==> src/rtl/alu_sel_pkg.sv <==
// Shared types and constants for the registered ALU result selector.
package alu_sel_pkg;
  typedef enum logic [1:0] {EMPTY, ONE, TWO} buf_state_t;

  localparam int ZERO_B  = 0;
  localparam int NEG_B   = 1;
  localparam int ILL_B   = 2;
  localparam int MAX_OPS = 16;
endpackage

==> src/rtl/alu_sel_skid_buf.sv <==
// Generic 2-entry valid/ready skid buffer; in_ready is registered so it never
// depends combinationally on out_ready.
module alu_sel_skid_buf
  import alu_sel_pkg::*;
#(
  parameter int W = 7
) (
  input  logic         clk,
  input  logic         rst,
  input  logic         in_valid,
  output logic         in_ready,
  input  logic [W-1:0] in_data,
  output logic         out_valid,
  input  logic         out_ready,
  output logic [W-1:0] out_data
);

  buf_state_t   state_q, state_d;
  logic [W-1:0] head_q, head_d;
  logic [W-1:0] skid_q, skid_d;
  logic         rdy_q;
  logic         accept, pop;

  assign in_ready  = rdy_q;
  assign out_valid = (state_q != EMPTY);
  assign out_data  = head_q;
  assign accept    = in_valid & rdy_q;
  assign pop       = out_valid & out_ready;

  always_comb begin
    state_d = state_q;
    head_d  = head_q;
    skid_d  = skid_q;
    unique case (state_q)
      EMPTY: if (accept) begin
        state_d = ONE;
        head_d  = in_data;
      end
      ONE: begin
        if (accept && pop) begin
          head_d = in_data;
        end else if (accept) begin
          state_d = TWO;
          skid_d  = in_data;
        end else if (pop) begin
          state_d = EMPTY;
        end
      end
      TWO: if (pop) begin
        state_d = ONE;
        head_d  = skid_q;
      end
      default: state_d = EMPTY;
    endcase
  end

  always_ff @(posedge clk) begin
    if (rst) begin
      state_q <= EMPTY;
      head_q  <= '0;
      skid_q  <= '0;
      rdy_q   <= 1'b1;
    end else begin
      state_q <= state_d;
      head_q  <= head_d;
      skid_q  <= skid_d;
      rdy_q   <= (state_d != TWO);
    end
  end

endmodule

==> src/rtl/alu_result_sel_pipe.sv <==
// Selects one ALU candidate, tags it with Zero/Negative/IllegalOp and hands it
// to writeback through a skid buffer; also counts accepts and latches errors.
module alu_result_sel_pipe
  import alu_sel_pkg::*;
#(
  parameter int N       = 4,
  parameter int NUM_OPS = 10,
  parameter int SEL_W   = 4,
  parameter int CNT_W   = 8
) (
  input  logic                        clk,
  input  logic                        rst,
  input  logic [NUM_OPS-1:0][N-1:0]   I,
  input  logic [SEL_W-1:0]            ALUControl,
  input  logic                        in_valid,
  output logic                        in_ready,
  output logic [N-1:0]                Result,
  output logic                        Zero,
  output logic                        Negative,
  output logic                        IllegalOp,
  output logic                        out_valid,
  input  logic                        out_ready,
  output logic                        err_sticky,
  input  logic                        err_clr,
  output logic [CNT_W-1:0]            op_count
);

  localparam int PW = N + 3;

  logic [N-1:0]     sel;
  logic             ill;
  logic [2:0]       flags;
  logic [PW-1:0]    pl_in, pl_out;
  logic             accept;
  logic [CNT_W-1:0] cnt_q, cnt_d;
  logic             err_q, err_d;

  // Out-of-range codes select zero, so the entry still carries a defined value.
  always_comb begin
    sel = '0;
    for (int k = 0; k < NUM_OPS; k++)
      if (ALUControl == SEL_W'(k)) sel = I[k];
  end

  assign ill = (32'(ALUControl) >= 32'(NUM_OPS));

  always_comb begin
    flags         = '0;
    flags[ZERO_B] = (sel == '0);
    flags[NEG_B]  = sel[N-1];
    flags[ILL_B]  = ill;
  end

  assign pl_in  = {flags, sel};
  assign accept = in_valid & in_ready;

  alu_sel_skid_buf #(.W(PW)) u_buf (
    .clk       (clk),
    .rst       (rst),
    .in_valid  (in_valid),
    .in_ready  (in_ready),
    .in_data   (pl_in),
    .out_valid (out_valid),
    .out_ready (out_ready),
    .out_data  (pl_out)
  );

  assign Result    = pl_out[N-1:0];
  assign Zero      = pl_out[N+ZERO_B];
  assign Negative  = pl_out[N+NEG_B];
  assign IllegalOp = pl_out[N+ILL_B];

  always_comb begin
    cnt_d = accept ? cnt_q + CNT_W'(1) : cnt_q;
    // A coincident illegal accept outranks the clear.
    err_d = err_q;
    if (accept && ill) err_d = 1'b1;
    else if (err_clr)  err_d = 1'b0;
  end

  always_ff @(posedge clk) begin
    if (rst) begin
      cnt_q <= '0;
      err_q <= 1'b0;
    end else begin
      cnt_q <= cnt_d;
      err_q <= err_d;
    end
  end

  assign op_count   = cnt_q;
  assign err_sticky = err_q;

endmodule
==> config.mk <==
export PLATFORM = sky130hd
export DESIGN_NAME = alu_result_sel_pipe
export DESIGN_NICKNAME = d
export VERILOG_FILES = /design/src/rtl/alu_sel_pkg.sv /design/src/rtl/alu_sel_skid_buf.sv /design/src/rtl/alu_result_sel_pipe.sv
export SDC_FILE = /design/constraint.sdc
export NUM_CORES = 1
export LEC_CHECK = 0
export CORE_ASPECT_RATIO = 0.9
export CORE_MARGIN = 10
export CORE_UTILIZATION = 42
export DETAILED_ROUTE_END_ITERATION = 8
export PLACE_DENSITY = 0.79
export SLEW_MARGIN = 10
export SYNTH_ARGS = -nofsm -noshare
export SYNTH_HDL_FRONTEND = slang
export SYNTH_SLANG_ARGS = --single-unit
==> constraint.sdc <==
create_clock -name clk -period 2.3 [get_ports clk]
set_input_delay 0.575 -clock clk [delete_from_list [all_inputs] [get_ports clk]]
set_output_delay 0.575 -clock clk [all_outputs]
set_load 0.01 [all_outputs]
# After elaboration in Yosys (flattened, before gate mapping)
# Cells that the tools add are included.
[totals] ff_bits=26 wordCells=58 out_inout_bits=18
[classes] n_addsub=1 n_eq_ne=15 order_cmp=1 n_bitwise=3 n_mux=22 reduce_logical=10
[ops] operator="$mux W4" n=10
[ops] operator="$mux W7" n=3
[ops] operator="$pmux W7 S3" n=1
[ops] operator="$eq A4 B3 Y1 const B" n=4
[ops] operator="$mux W2" n=5
[ops] operator="$add A8 B1 Y8 const B" n=1
[ops] operator="$eq A4 B2 Y1 const B" n=2
[ops] operator="$eq A4 B4 Y1 const B" n=2
[ops] operator="$logic_not A4 Y1" n=2
[ops] operator="$pmux W2 S3" n=1
[ops] operator="$eq A4 B1 Y1 const B" n=1
[ops] operator="$ge A4 B4 Y1 const B" n=1
[ops] operator="$ne A2 B1 Y1 const B" n=2
[ops] operator="$ne A2 B2 Y1 const B" n=2
[ops] operator="$reduce_and A4 Y1" n=1
[ops] operator="$reduce_bool A2 Y1" n=2
[ops] operator="$reduce_and A3 Y1" n=1
[ops] operator="$reduce_bool A3 Y1" n=1
[ops] operator="$and A1 B1 Y1" n=2
[ops] operator="$eq A2 B1 Y1 const B" n=1
[ops] operator="$eq A2 B2 Y1 const B" n=1
[ops] operator="$logic_and A1 B1 Y1" n=2
[ops] operator="$logic_not A2 Y1" n=1
[ops] operator="$mux W1" n=2
[ops] operator="$not A1 Y1" n=1

# Depth between registers and ports, before layout
# Gate-level depths: netlist (run 1).
[logic_depth] ltp_word=14 ltp_mapped=8 mapped_depth_nobuf=6

# Modules after synthesis
# From an unflattened synthesis (run 1), not the netlist that was laid out.
[hier_totals] cells_unflattened=187 hier_area_um2=1674.1
[by_module_without_submodules] module="alu_result_sel_pipe" area_per_inst_um2=858.3 instances=1 cells_per_inst=114
[by_module_without_submodules] module="alu_sel_skid_buf" area_per_inst_um2=815.8 instances=1 cells_per_inst=73

# Worst setup path before layout (run 1)
# Ideal clock, no wire load.
[synth_path] path_kind="input -> register" startpoint="input port ALUControl[2]" endpoint="register u_buf.head_q[5], in the netlist u_buf.out_data[5]" path_slack_ns=0.405 t_arrival_ns=1.824 stages=7 path_cell_list="buf_2 > or2b_1 > o32a_1 > a211oi_1 > a21oi_1 > a21o_1 > a21oi_1"
[synth_via] elab_chain_len=13 elab_cells_between_ends=23 classes_between="eq/ne: 9; mux: 13; reduce/logical: 1"
[synth_lines] item="start, declared" line="alu_result_sel_pipe.sv:14" text="input logic [SEL_W-1:0] ALUControl,"
[synth_lines] item="$logic_not A4 Y1" line="alu_result_sel_pipe.sv:42" text="if (ALUControl == SEL_W'(k)) sel = I[k];"
[synth_lines] item="$mux W4 (9 in series)" line="alu_result_sel_pipe.sv:42"
[synth_lines] item="$mux W4 (*)" line="alu_result_sel_pipe.sv:42"
[synth_lines] item="$mux W7, on equally long branches" line="alu_sel_skid_buf.sv:40, alu_sel_skid_buf.sv:35"
[synth_lines] item="$pmux W7 S3 (*)" line="alu_sel_skid_buf.sv:34" text="unique case (state_q)"
[synth_lines] item="end signal, assigned" line="alu_sel_skid_buf.sv:60" text="head_q <= '0;"
[synth_lines] item="end signal, assigned" line="alu_sel_skid_buf.sv:65" text="head_q <= head_d;"
[synth_lines] item="end, declared" line="alu_sel_skid_buf.sv:19" text="logic [W-1:0] head_q, head_d;"
# Mark *: on every way between the ends. The rest lies on a longest branch, timed or not. The select of a mux whose other input is x is not followed.
# A chain may end at the register's enable or synchronous reset.

# Final worst setup path (run 1)
[layout_path] startpoint="input port ALUControl[3]" endpoint="register u_buf.head_q[2], in the netlist u_buf.out_data[2]"
# Same word-level chain as after synthesis.

==> metrics, run 1 <==
die width=84.5 um; VDD IR max=0.000544 V; unique cell type count in the Yosys netlist=50; Antenna diodes=0; most common cell after layout, fill and taps aside=clkdlybuf4s50_1; via count of the routed design=1,754; register-to-register path setup slack=0.74 ns; largest net degree at the start of global routing=19; Clock Latency Late Sink=0.26 ns; RR Endpoint=u_buf.out_data[4]; vias in the first global route=1,686; critical path required time=2.51 ns; Initial Util=0.430; hold_ws=0.477 ns; Worst Tran Pin Value=0.395 ns; final core utilization=0.672; commonest register cell after synthesis=dfxtp_1; Crit path depth=9; CP max stage cell=clkdlybuf4s50_1; dpl cell area=0.00237 sq mm; global-route wire length before repair=8.05 mm; hold buffer count at CTS=0; gpl congestion=0.837; port bufs=66; Sink Count=24; Yosys reg bits=24; most frequent cells in the layout=63 x clkdlybuf4s50_1, 24 x dfxtp_1, 22 x nor2_1, 22 x buf_4; syn nets=244; worst reg2reg path depth=7; TritonCTS clock tree=done; status=finished clean; WL/cell=15.5 um; hold path depth=2; CP Capture Point=u_buf.out_data[2]; largest stage delay on the critical path=0.47 ns; Slew headroom=0.736; Pwr Density=415 mW/mm^2; worst hold path type=reg -> reg; part of the cycle the worst path needs=0.947; Setup crit end kind=register; Synth warnings=0; Die Height=78.0 um; number of buffers and inverters on the critical path=3; skew final=0.00115 ns; I/O pin total=67; Reg2Reg Launch Point=u_buf.state_q[0]; share of cells above drive strength 1=0.139; Setup CP Type=in -> reg; drt drc=0; die area=0.00659 sq mm; post-route ant nets=0; Hold Vio Cnt, Final=0; Post-Syn Instances=194; pre-CTS WS=-0.385 ns; initial drt markers=103; worst path arrival time=2.39 ns; CTS H-tree depth=1; clock-pin slew of the registers on the worst-case setup and hold paths=0.08 ns; achievable frequency=459 MHz; Pwr Total=1.02 mW; fin crit period=2.18 ns; Core Box Area=0.00365 sq mm; async set-reset flop share out of synthesis=0; # Max-Cap Violations=0; Rows=21; worst setup margin=0.123 ns; total grt overflow=0; DP Wirelength=4.08 mm; TritonRoute pass-1 iters=4; Final nets=326; # setup viols final=0; design area=0.00246 sq mm; CTS Buf Count=3; Post-Syn Area=0.00157 sq mm; routed vias/inst=5.48; sequential share of the synthesized area=0.306; RSZ-0062 raised after global routing=no; average cell area after synthesis=8.09 sq um; wirelength, routed=4.97 mm; Worst path most repeated cell=buf_4; clk buf depth=2; initial antenna violation count=0; Global Route Usage Sum=0.142; startpoint class of the critical path=primary input; Max Slew Vio Count=0; fill cell count=321; EDFF count, synth=0; CTS Root Buffer Type=clkbuf_8; crit-path leading delay family=buffers and inverters; Critical path origin=ALUControl[3]; largest fanout on the critical path=13; area grow syn2layout=56.4%; Lkg Pwr=0.955 nW; CP Cell Sequence=clkdlybuf4s50_1, buf_4, nor3b_4, a31oi_1, a32oi_1, o21ai_2, buf_4, o21ai_0, o211a_1
[final cells by class]
type / instances / area [sq um] / area share
timing repair buffer: 89 / 841 / 0.342
tap: 46 / 57.6 / 0.0234
multi-input combinational: 154 / 1020 / 0.416
inverter: 4 / 15.0 / 0.00611
clock buffer: 3 / 41.3 / 0.0168
sequential: 24 / 480 / 0.196
[metal layers]
| layer | track usage | wire, um | vias to the layer above |
|---|---|---|---|
| met1 | 0.177 | 2150 | 837 |
| met4 | 0.0148 | 19 | 0 |
| li1 | - | - | 873 |
| met3 | 0.0334 | 221 | 4 |
| met5 | 0 | 0 | - |
| met2 | 0.250 | 2580 | 40 |
[kinds of logic after synthesis]
family                     count (synthesis)  share of synthesized area
buffers and inverters                     16                     0.0597
muxes                                     13                     0.0861
adders and majority gates                  1                    0.00797
and+or+nand+nor                           76                      0.257
DFF                                       24                      0.306
AOI/OAI and AO/OA                         59                      0.256
xor gates and xnor gates                   5                     0.0279
[Yosys cell counts (4+ instances only)]
cell type	number	area share
nand2_1	14	0.033
nor2_1	22	0.053
nor2b_1	4	0.016
mux2_2	4	0.029
xor2_1	4	0.022
a21oi_1	14	0.045
mux2i_1	9	0.057
dfxtp_1	24	0.31
nand3_1	5	0.016
nand2b_1	6	0.024
clkbuf_1	4	0.0096
nor3_1	4	0.013
a211oi_1	6	0.029
o31ai_1	4	0.019
o21ai_0	11	0.035
[registers in the layout (all words and copies together), names as in the netlist]
| name | cells |
|---|---|
| u_buf.skid_q | 6 |
| u_buf.out_data | 6 |
| u_buf.in_ready | 1 |
| op_count | 8 |
| u_buf.state_q | 2 |
| err_sticky | 1 |
[worst reg2reg max path, stage by stage, from the launching register on]
cell,delay [ns]
dfxtp_1,0.39
inv_1,0.10
nor2_1,0.26
o31ai_1,0.12
buf_4,0.17
and4_1,0.20
a31oi_1,0.13
o21ai_1,0.09
[per-stage QoR]
| stage | std cells | TNS (ns) |
|---|---|---|
| finish | 320 | 0 |
| global route | 320 | 0 |
| CTS | 319 | 0 |
| detailed placement | 316 | -2.01 |
| global placement | 316 | -1.87 |
| floorplan | 194 | 0 |
[how the worst min path moves through the flow]
stage,end,start,slack (ns)
after floorplan,u_buf.skid_q[4],u_buf.skid_q[4],0.44
after global placement,u_buf.skid_q[4],u_buf.skid_q[4],0.45
after detailed placement,u_buf.skid_q[4],u_buf.skid_q[4],0.47
after CTS,u_buf.skid_q[4],u_buf.skid_q[4],0.47
after global routing,u_buf.out_data[0],u_buf.out_data[0],0.49
final,u_buf.out_data[0],u_buf.out_data[0],0.48
[power by group]
part | total [mW] | internal (mW) | switching [mW]
registers | 0.450 | 0.435 | 0.0150
clock network | 0.236 | 0.117 | 0.119
logic | 0.333 | 0.194 | 0.139
total | 1.02 | 0.746 | 0.274
[what timing repair did]
action,CTS,global route
resized for setup,2,8
pin swaps,0,5
setup buffers,0,1
endpoints found under the setup margin,3,5
cloned,0,0
No activity file was read; power rests on OpenSTA's default activity.
==> run 2: changes to the inputs <==
--- a/config.mk
+++ b/config.mk
@@ -6,7 +6,7 @@
 export NUM_CORES = 1
 export LEC_CHECK = 0
 export CORE_ASPECT_RATIO = 0.9
-export CORE_MARGIN = 10
+export CORE_MARGIN = 1.5
 export CORE_UTILIZATION = 42
 export DETAILED_ROUTE_END_ITERATION = 8
 export PLACE_DENSITY = 0.79
==> run 2 against run 1 <==
  * Final cell count shrank 0.94%
  * Worst setup slack gained 0.090 ns
  * Register-to-register slack better by 0.14 ns
  * Critical path depth shrank 1
  * Sequential power barely moved
  * Clock-buffer cell count did not move
==> metrics, run 2 (same netlist as run 1, synthesis figures left out) <==
via count of the routed design=1,704 (was 1,754); final core utilization=0.698 (was 0.672); Combinational Power Share=0.317 (was 0.327); Setup CP Type=in -> reg (unchanged); I/O pin total=67 (unchanged); Core Box Area=0.00348 sq mm (was 0.00365 sq mm); Initial Util=0.451 (was 0.430); hold path depth=2 (unchanged); critical path required time=2.48 ns (was 2.51 ns); Sink Count=24 (unchanged); largest net degree at the start of global routing=19 (unchanged); crit-path leading delay family=compound AO/OA/AOI/OAI gates (was buffers and inverters); WL/cell=13.3 um (was 15.5 um); drt drc=0 (unchanged); Max Slew Vio Count=0 (unchanged); Reg2Reg Launch Point=u_buf.in_ready (was u_buf.state_q[0]); fin crit period=2.09 ns (was 2.18 ns); initial drt markers=94 (was 103); share of cells above drive strength 1=0.125 (was 0.139); RR Endpoint=u_buf.out_data[5] (was u_buf.out_data[4]); die area=0.00411 sq mm (was 0.00659 sq mm); Hold Vio Cnt, Final=0 (unchanged); wirelength, routed=4.22 mm (was 4.97 mm); CTS H-tree depth=1 (unchanged); net load switching power=270 uW (was 274 uW); largest fanout on the critical path=13 (unchanged); area grow syn2layout=54.7% (was 56.4%); TritonRoute pass-1 iters=4 (unchanged); part of the cycle the worst path needs=0.907 (was 0.947); max reg flops=8 (unchanged); status=finished clean (unchanged); Antenna diodes=0 (unchanged); gpl congestion=0.811 (was 0.837); Setup crit end kind=register (unchanged); global-route wire length before repair=6.80 mm (was 8.05 mm); achievable frequency=479 MHz (was 459 MHz); TritonCTS clock tree=done (unchanged); Flop pwr share=0.444 (was 0.442); Final nets=325 (was 326); setup repair bufs after CTS=0 (unchanged); post-route ant nets=0 (unchanged); Crit path depth=8 (was 9); Worst Tran Pin Value=0.388 ns (was 0.395 ns); CP Cell Sequence=clkdlybuf4s50_1, buf_4, nor2b_1, a31oi_1, o21ai_0, o21ai_2, nand4b_1, o31ai_1 (was clkdlybuf4s50_1, buf_4, nor3b_4, a31oi_1, a32oi_1, o21ai_2, buf_4, o21ai_0, o211a_1); DP Wirelength=3.40 mm (was 4.08 mm); most common cell after layout, fill and taps aside=clkdlybuf4s50_1 (unchanged); vias in the first global route=1,529 (was 1,686); Power Internal=743 uW (was 746 uW); clk buf depth=2 (unchanged); # setup viols final=0 (unchanged); RSZ-0062 raised after global routing=no (unchanged); Global Route Usage Sum=0.215 (was 0.142); WHS Endpoint=u_buf.out_data[1] (was u_buf.out_data[0]); port bufs=66 (unchanged); Clock power frac=0.239 (was 0.232); Slew headroom=0.741 (was 0.736); worst path arrival time=2.26 ns (was 2.39 ns); worst hold path type=reg -> reg (unchanged); hold buffer count at CTS=0 (unchanged); min-delay src=u_buf.out_data[1] (was u_buf.out_data[0]); total grt overflow=0 (unchanged); # Max-Cap Violations=0 (unchanged); CTS Buf Count=3 (unchanged); most frequent cells in the layout=63 x clkdlybuf4s50_1, 24 x dfxtp_1, 22 x nor2_1, 21 x buf_4 (was 63 x clkdlybuf4s50_1, 24 x dfxtp_1, 22 x nor2_1, 22 x buf_4); Rows=20 (was 21); routed vias/inst=5.38 (was 5.48); Die Height=61.0 um (was 78.0 um); Pwr Density=417 mW/mm^2 (was 415 mW/mm^2); Pwr Total=1.01 mW (was 1.02 mW); Lkg Pwr=0.949 nW (was 0.955 nW); CP max stage cell=clkdlybuf4s50_1 (unchanged); Switching Share=0.267 (was 0.268); Clock Latency Late Sink=0.26 ns (about the same); largest stage delay on the critical path=0.47 ns (about the same); clock-pin slew of the registers on the worst-case setup and hold paths=0.08 ns (about the same); number of buffers and inverters on the critical path=2 (was 3); initial antenna violation count=0 (unchanged); CTS Root Buffer Type=clkbuf_8 (unchanged); worst reg2reg path depth=5 (was 7); die width=67.5 um (was 84.5 um); skew final=0.00253 ns (was 0.00115 ns); startpoint class of the critical path=primary input (unchanged); register-to-register path setup slack=0.88 ns (was 0.74 ns); Critical path origin=ALUControl[3] (unchanged); VDD IR max=0.000432 V (was 0.000544 V)
-- run 2: worst max path at each step --
stage	endpoint	slack (ns)
after floorplan	u_buf.out_data[5]	0.41
after global placement	u_buf.skid_q[4]	-0.32
after detailed placement	u_buf.skid_q[4]	-0.32
after CTS	u_buf.skid_q[4]	0.004
after global routing	u_buf.out_data[5]	0.06
final	u_buf.skid_q[4]	0.21
-- run 2: worst min-delay path: cells and delay by family (launching register included) --
family,cells,cell delay [ns]
DFF,1,0.31
and+or+nand+nor,1,0.06
AOI/OAI and AO/OA,1,0.05
-- run 2: final cells by class --
| cell class | count | area [sq um] |
|---|---|---|
| Fill cell | 307 | 1050 |
| Clock buffer | 3 | 41.3 |
| Sequential cell | 24 | 480 |
| Inverter | 4 | 15.0 |
| Tap cell | 44 | 55.1 |
| Multi-Input combinational cell | 154 | 1000 |
| Timing Repair Buffer | 88 | 837 |
-- run 2: power by group through the flow --
stage | Combinational [mW] | Clock (mW) | Sequential (mW)
2_1_floorplan | 0.147 | 0 | 0.463
5_1_grt | 0.351 | 0.263 | 0.453
3_3_place_gp | 0.316 | 0 | 0.459
3_5_place_dp | 0.318 | 0 | 0.460
6_report | 0.321 | 0.242 | 0.450
4_1_cts | 0.321 | 0.248 | 0.450
-- run 2: layer usage --
metal	global-route usage	vias to the layer above	routed length (um)
li1	-	879	-
met1	0.308	784	2110
met2	0.334	39	1890
met3	0.0557	2	211
met4	0.0321	0	12
met5	0	-	0
-- run 2: repair_timing --
action                                 CTS  global route
setup endpoints to repair                1             6
resized for setup                        1             4
endpoints found under the hold margin    0             0
-- run 2: through the flow --
step	hold slack [ns]	setup TNS [ns]	worst slack [ns]	instance area [sq um]	cells
floorplan	0.438	0	0.405	1570	194
global placement	0.447	-1.83	-0.315	2370	314
detailed placement	0.459	-2.01	-0.324	2370	314
CTS	0.470	0	0.00440	2420	317
global route	0.504	0	0.0580	2430	317
finish	0.466	0	0.213	2430	317
